===== src/rtl/multicycle_control_fsm.sv =====
// Control unit for a multicycle RV32 datapath: sequences IF/ID/EX/MEM/WB/PC4/HALT
// and decodes datapath enables and mux selects from the current state and opcode.
module multicycle_control_fsm #(
    parameter bit ECALL_HALT = 1'b1
) (
    input  logic       clk,
    input  logic       reset,
    input  logic [6:0] opcode,
    input  logic       bcond,
    input  logic       halt_cond,
    output logic       pc_write,
    output logic       ir_write,
    output logic       reg_write,
    output logic       mem_read,
    output logic       mem_write,
    output logic       i_or_d,
    output logic       alu_src_a,
    output logic       pc_source,
    output logic [1:0] alu_src_b,
    output logic [1:0] mem_to_reg,
    output logic [1:0] alu_op,
    output logic       is_halted
);

    localparam logic [6:0] OP_R      = 7'b0110011;
    localparam logic [6:0] OP_IARITH = 7'b0010011;
    localparam logic [6:0] OP_LOAD   = 7'b0000011;
    localparam logic [6:0] OP_STORE  = 7'b0100011;
    localparam logic [6:0] OP_BRANCH = 7'b1100011;
    localparam logic [6:0] OP_JAL    = 7'b1101111;
    localparam logic [6:0] OP_JALR   = 7'b1100111;
    localparam logic [6:0] OP_ECALL  = 7'b1110011;

    localparam logic [1:0] SRCB_B    = 2'b00;
    localparam logic [1:0] SRCB_4    = 2'b01;
    localparam logic [1:0] SRCB_IMM  = 2'b10;
    localparam logic [1:0] WB_ALUOUT = 2'b00;
    localparam logic [1:0] WB_MDR    = 2'b01;
    localparam logic [1:0] WB_ALURES = 2'b10;
    localparam logic [1:0] ALU_ADD   = 2'b00;
    localparam logic [1:0] ALU_BR    = 2'b01;
    localparam logic [1:0] ALU_FUNCT = 2'b10;

    typedef enum logic [2:0] {
        S_IF   = 3'd0,
        S_ID   = 3'd1,
        S_EX   = 3'd2,
        S_MEM  = 3'd3,
        S_WB   = 3'd4,
        S_PC4  = 3'd5,
        S_HALT = 3'd6
    } state_e;

    state_e state_q, state_d;

    logic pc_write_c, ir_write_c, reg_write_c, mem_read_c, mem_write_c, halted_c;
    logic is_exec_op;

    always_ff @(posedge clk) begin
        if (reset) state_q <= S_IF;
        else       state_q <= state_d;
    end

    always_comb begin
        is_exec_op = 1'b0;
        case (opcode)
            OP_R, OP_IARITH, OP_LOAD, OP_STORE,
            OP_BRANCH, OP_JAL, OP_JALR: is_exec_op = 1'b1;
            default:                    is_exec_op = 1'b0;
        endcase
    end

    always_comb begin
        state_d     = state_q;
        pc_write_c  = 1'b0;
        ir_write_c  = 1'b0;
        reg_write_c = 1'b0;
        mem_read_c  = 1'b0;
        mem_write_c = 1'b0;
        halted_c    = 1'b0;
        i_or_d      = 1'b0;
        alu_src_a   = 1'b0;
        pc_source   = 1'b0;
        alu_src_b   = SRCB_B;
        mem_to_reg  = WB_ALUOUT;
        alu_op      = ALU_ADD;

        case (state_q)
            S_IF: begin
                mem_read_c = 1'b1;
                ir_write_c = 1'b1;
                state_d    = S_ID;
            end

            S_ID: begin
                // ALUOut <= PC + imm, the branch/jump target, for every opcode
                alu_src_b = SRCB_IMM;
                if (is_exec_op)
                    state_d = S_EX;
                else if (opcode == OP_ECALL && halt_cond && ECALL_HALT)
                    state_d = S_HALT;
                else
                    state_d = S_PC4;
            end

            S_EX: begin
                case (opcode)
                    OP_R: begin
                        alu_src_a = 1'b1;
                        alu_src_b = SRCB_B;
                        alu_op    = ALU_FUNCT;
                        state_d   = S_WB;
                    end
                    OP_IARITH: begin
                        alu_src_a = 1'b1;
                        alu_src_b = SRCB_IMM;
                        alu_op    = ALU_FUNCT;
                        state_d   = S_WB;
                    end
                    OP_LOAD, OP_STORE, OP_JALR: begin
                        alu_src_a = 1'b1;
                        alu_src_b = SRCB_IMM;
                        state_d   = (opcode == OP_JALR) ? S_WB : S_MEM;
                    end
                    OP_BRANCH: begin
                        alu_src_a = 1'b1;
                        alu_op    = ALU_BR;
                        if (bcond) begin
                            pc_write_c = 1'b1;
                            pc_source  = 1'b1;
                            state_d    = S_IF;
                        end else begin
                            state_d    = S_PC4;
                        end
                    end
                    OP_JAL: begin
                        // rd <= PC+4 while PC <= ALUOut (target computed in ID)
                        reg_write_c = 1'b1;
                        mem_to_reg  = WB_ALURES;
                        alu_src_b   = SRCB_4;
                        pc_write_c  = 1'b1;
                        pc_source   = 1'b1;
                        state_d     = S_IF;
                    end
                    default: state_d = S_PC4;
                endcase
            end

            S_MEM: begin
                case (opcode)
                    OP_LOAD: begin
                        mem_read_c = 1'b1;
                        i_or_d     = 1'b1;
                        state_d    = S_WB;
                    end
                    OP_STORE: begin
                        mem_write_c = 1'b1;
                        i_or_d      = 1'b1;
                        alu_src_b   = SRCB_4;
                        pc_write_c  = 1'b1;
                        state_d     = S_IF;
                    end
                    default: state_d = S_IF;
                endcase
            end

            S_WB: begin
                case (opcode)
                    OP_R, OP_IARITH, OP_LOAD: begin
                        reg_write_c = 1'b1;
                        mem_to_reg  = (opcode == OP_LOAD) ? WB_MDR : WB_ALUOUT;
                        alu_src_b   = SRCB_4;
                        pc_write_c  = 1'b1;
                    end
                    OP_JALR: begin
                        // ALU still adds PC+4 for rd; PC takes the jump target from ALUOut
                        reg_write_c = 1'b1;
                        mem_to_reg  = WB_ALURES;
                        alu_src_b   = SRCB_4;
                        pc_write_c  = 1'b1;
                        pc_source   = 1'b1;
                    end
                    default: ;
                endcase
                state_d = S_IF;
            end

            S_PC4: begin
                alu_src_b  = SRCB_4;
                pc_write_c = 1'b1;
                state_d    = S_IF;
            end

            S_HALT: begin
                halted_c = 1'b1;
                state_d  = S_HALT;
            end

            default: state_d = S_IF;
        endcase
    end

    // Reset masks side effects combinationally so nothing commits in the reset cycle
    assign pc_write  = pc_write_c  & ~reset;
    assign ir_write  = ir_write_c  & ~reset;
    assign reg_write = reg_write_c & ~reset;
    assign mem_read  = mem_read_c  & ~reset;
    assign mem_write = mem_write_c & ~reset;
    assign is_halted = halted_c    & ~reset;

endmodule

===== config.mk =====
export PLATFORM = sky130hd
export DESIGN_NAME = multicycle_control_fsm
export DESIGN_NICKNAME = d
export VERILOG_FILES = /design/src/rtl/multicycle_control_fsm.sv
export SDC_FILE = /design/constraint.sdc
export NUM_CORES = 1
export LEC_CHECK = 0
export ABC_AREA = 1
export ABC_CLOCK_PERIOD_IN_PS = 1500
export BUFFER_PORTS_ARGS = -buffer_cell sky130_fd_sc_hd__buf_2
export CORE_AREA = 10 10 47 49
export DETAILED_ROUTE_END_ITERATION = 10
export DIE_AREA = 0 0 57 59
export PLACE_DENSITY = 0.71
export SLEW_MARGIN = 10
export SYNTH_ARGS = -nofsm -noshare
export SYNTH_HDL_FRONTEND = slang
export SYNTH_SLANG_ARGS = --single-unit

===== constraint.sdc =====
create_clock -name clk -period 1.5 [get_ports clk]
set_input_delay 0.15 -clock clk [delete_from_list [all_inputs] [get_ports clk]]
set_output_delay 0.15 -clock clk [all_outputs]
set_load 0.005 [all_outputs]

==> PnR_summary.wiki <==
{| class="wikitable"
! Metric !! Value
|-
| Worst Hold Slack || 0.179 ns
|-
| Slew Limit Headroom || 80.3%
|-
| Antenna diodes || 0
|-
| CP Cell Sequence || inv_4 -> nor2_4 -> nand2_4 -> nor3b_2 -> nor3_1 -> nor2_1 -> buf_2
|-
| Max FFs per register || 3
|-
| CTS root buffer || sky130_fd_sc_hd__clkbuf_4
|-
| Total count of max-transition violations in the final report || 0
|-
| Clock buffer count from CTS || 3
|-
| Slew at the pin closest to its max-slew limit || 0.293 ns
|-
| VDD IR max || 509 uV
|-
| Total I/O pin count || 26
|-
| GRT overflow || 0
|-
| Setup repair after global routing missed its margin || yes
|-
| Final Cell Area || 774 sq um
|-
| Time the final worst path needs with I/O delays and setup || 1.48 ns
|-
| Reported net switching power || 0.135 mW
|-
| Hold path startpoint || reset
|-
| Startpoint type of the worst setup path || flop
|-
| Post-synthesis share of cell area spent on xor and xnor gates || 0%
|-
| Power per cell area || 484 nW/um^2
|-
| Initial Utilization || 38.1%
|-
| Die Outline Area || 3360 sq um
|-
| Depth of the worst register-to-register path || 7
|-
| Peak Freq || 676 MHz
|-
| Maximum number of pins on one net before global-route repair || 10
|-
| # rows || 14
|-
| Most common library cell in the layout ignoring fill and taps || sky130_fd_sc_hd__buf_2
|-
| Cell internal power dissipation || 0.240 mW
|-
| Run status || finished, final reports clean
|-
| DRT Wirelength || 1.66 mm
|-
| Final setup fails || 0
|-
| Worst slack after detailed placement || 0.127 ns
|-
| Arrival time at the worst endpoint || 1.33 ns
|-
| Top reg by flops || state_q
|-
| Chip Width || 57 um
|-
| Post-synthesis cell count || 97
|-
| Detail-routed via count per cell || 4.95
|-
| Crit share post-route || 98.6%
|-
| Fraction of final layout cells with drive strength greater than 1 || 47.7%
|-
| Capture endpoint of the worst hold path || state_q[1]
|-
| Clock latency on the worst-skew pair || 0.24 ns
|-
| Peak fanout along the critical path || 4
|-
| Fillcell total || 148
|-
| Final worst clock skew || 0.00557 ns
|-
| Routed length per placed instance || 11.4 um
|-
| CTS Hold Buffers Added || 0
|-
| Switching part of the total || 36.1%
|-
| Relative contribution of the clock network to total power || 38.8%
|-
| Number of different library cells in the post-synthesis netlist || 25
|-
| Net count reported at finish || 142
|-
| Placer's final routability congestion estimate || 0.840
|-
| Total via count after detailed routing || 723
|-
| Worst hold-check path type || in2reg
|-
| Max-cap check violation count || 0
|-
| First-pass iteration count of the detailed router || 4
|-
| Compound-cell area share of the yosys netlist || 15.2%
|-
| FF-to-FF End || state_q[2]
|-
| Hold Crit Depth || 2
|-
| TritonCTS clock tree || done
|-
| Simple-gate share of the synthesized area || 64.4%
|-
| # DRC || 0
|-
| Main combinational cell family by area after synthesis || simple AND/OR/NAND/NOR gates
|-
| Post-synthesis sequential area ratio || 11.2%
|-
| Final critical-path setup slack || 0.0217 ns
|-
| Clock transition at path regs || 0.04 ns
|-
| Area growth syn-to-layout || 45.0%
|-
| Clock sink total || 3
|-
| Remaining antenna violation count after routing || 0
|-
| Number of endpoints with negative hold slack in the final report || 0
|-
| Fraction of synthesized area in multiplexers || 0%
|-
| Lkg Pwr || 0.432 nW
|-
| Vertical extent of the die || 59 um
|-
| Post-DP HPWL || 1.34 mm
|-
| Worst setup slack for register-to-register paths || 0.43 ns
|-
| Iteration-0 DRC Markers || 17
|-
| Endpoint kind of the worst setup timing path || output pin
|-
| Delay contributed by the slowest stage of the critical path || 0.36 ns
|-
| Critical Path RT || 1.35 ns
|-
| FF-to-FF Start || state_q[2]
|-
| Top flop regs || state_q x3
|-
| Post-synthesis share of cell area spent on full adders, half adders and majority gates || 0%
|-
| Setup crit start || state_q[1]
|-
| Post-Syn Nets || 108
|-
| #FFs+latches synth || 3
|-
| Post-Syn Area || 534 sq um
|-
| Number of I/O port buffers || 25
|-
| Kind of critical path || reg2out
|-
| Final total power || 0.375 mW
|-
| Sequential fraction of design power || 26.3%
|-
| Max H-tree Level || 1
|-
| Antenna violations before repair || 0
|-
| Core footprint || 1400 sq um
|-
| Global-route wire length before repair || 2.66 mm
|-
| Syn Area/Cell || 5.51 sq um
|-
| Combined global-route utilization of all metal layers || 9.22%
|-
| Via count of the first global-routing pass || 658
|-
| Leading cell types in the layout, fill and taps excluded || 25 x sky130_fd_sc_hd__buf_2, 18 x sky130_fd_sc_hd__nor2_1, 16 x sky130_fd_sc_hd__nand2_1, 9 x sky130_fd_sc_hd__nand3_1, 8 x sky130_fd_sc_hd__nand2_2
|-
| Part of the total power dissipated in combinational logic || 34.9%
|-
| Cell with the largest stage delay on the worst path || sky130_fd_sc_hd__dfxtp_4
|-
| Warnings, synthesis || 0
|-
| Clock Tree Buf Depth || 2
|-
| Placement Cell Area || 674 sq um
|}
-- metal layers --
layer | global-route usage [%] | part of all wire, % | vias up
met5 | 0 | 0 | -
met1 | 10.6 | 42 | 324
met4 | 5.03 | 0 | 0
li1 | - | - | 383
met3 | 1.29 | 5.5 | 0
met2 | 16.0 | 52 | 16
-- repair_timing --
item | CTS | global route
gates resized for setup | 4 | 11
pin swaps | 2 | 8
setup endpoints to repair | 3 | 4
setup buffers | 1 | 4
-- metrics by stage --
stage	utilization, %	cells	TNS (ns)
6_report	55.3	146	0
5_1_grt	55.3	146	-0.134
3_3_place_gp	48.1	137	0
2_1_floorplan	-	97	0
3_5_place_dp	48.1	137	0
4_1_cts	51.4	142	0
-- worst max path at each step --
stage	endpoint	slack, ns	cells after the start
after floorplan	pc_write	0.33	6
after global placement	pc_write	0.12	7
after detailed placement	pc_write	0.13	7
after CTS	pc_write	0.006	7
after global routing	reg_write	-0.05	7
final	pc_write	0.02	7
-- synth_stat cells --
library cell | n | share of area [%]
sky130_fd_sc_hd__nor2_1 | 19 | 13
sky130_fd_sc_hd__nor2_4 | 2 | 4.2
sky130_fd_sc_hd__a21oi_2 | 2 | 3.3
sky130_fd_sc_hd__nand2_2 | 6 | 7.0
sky130_fd_sc_hd__nand4_1 | 2 | 2.3
sky130_fd_sc_hd__o21ai_0 | 2 | 1.9
sky130_fd_sc_hd__nor3_1 | 3 | 2.8
sky130_fd_sc_hd__o21ai_1 | 4 | 3.7
sky130_fd_sc_hd__o211ai_1 | 1 | 1.4
sky130_fd_sc_hd__a41oi_1 | 1 | 1.6
sky130_fd_sc_hd__nand2_4 | 1 | 2.1
sky130_fd_sc_hd__inv_4 | 1 | 1.2
sky130_fd_sc_hd__nor3b_1 | 1 | 1.4
sky130_fd_sc_hd__nor3b_2 | 1 | 2.3
sky130_fd_sc_hd__or2_1 | 1 | 1.2
sky130_fd_sc_hd__a21oi_1 | 2 | 1.9
sky130_fd_sc_hd__nor4_1 | 1 | 1.2
sky130_fd_sc_hd__nor2_2 | 4 | 4.7
sky130_fd_sc_hd__o21bai_1 | 1 | 1.4
sky130_fd_sc_hd__dfxtp_1 | 3 | 11
sky130_fd_sc_hd__inv_2 | 3 | 2.1
sky130_fd_sc_hd__nand2_1 | 19 | 13
sky130_fd_sc_hd__inv_1 | 7 | 4.9
sky130_fd_sc_hd__nand3_1 | 9 | 8.4
sky130_fd_sc_hd__clkbuf_2 | 1 | 0.94
-- cells by family (layout without fill, tap and decap cells) --
| group | Yosys count | count (layout) |
|---|---|---|
| AOI/OAI and AO/OA | 13 | 13 |
| DFF | 3 | 3 |
| buffers and inverters | 12 | 45 |
| and+or+nand+nor | 69 | 69 |
-- power groups by stage --
stage	clock, mW	combinational [mW]	sequential, mW
2_1_floorplan	0	0.0771	0.0954
3_3_place_gp	0	0.119	0.0967
3_5_place_dp	0	0.120	0.0967
4_1_cts	0.152	0.122	0.0976
5_1_grt	0.157	0.147	0.0997
6_report	0.145	0.131	0.0987
-- critical path, delay by kind of cell (launching register included) --
family,cells,cell delay (ns)
AND/OR/NAND/NOR,5,0.57
flip-flops,1,0.36
buffers and inverters,2,0.17
-- final cells by class --
cell class	count	area [sq um]	share of cell area, %
tap	16	20.0	2.58
sequential	3	68.8	8.89
inverter	11	46.3	5.98
multi-input combinational	82	450	58.2
timing repair buffer	30	163	21.0
clock buffer	4	26.3	3.39
(Power assumes the default switching activity.)
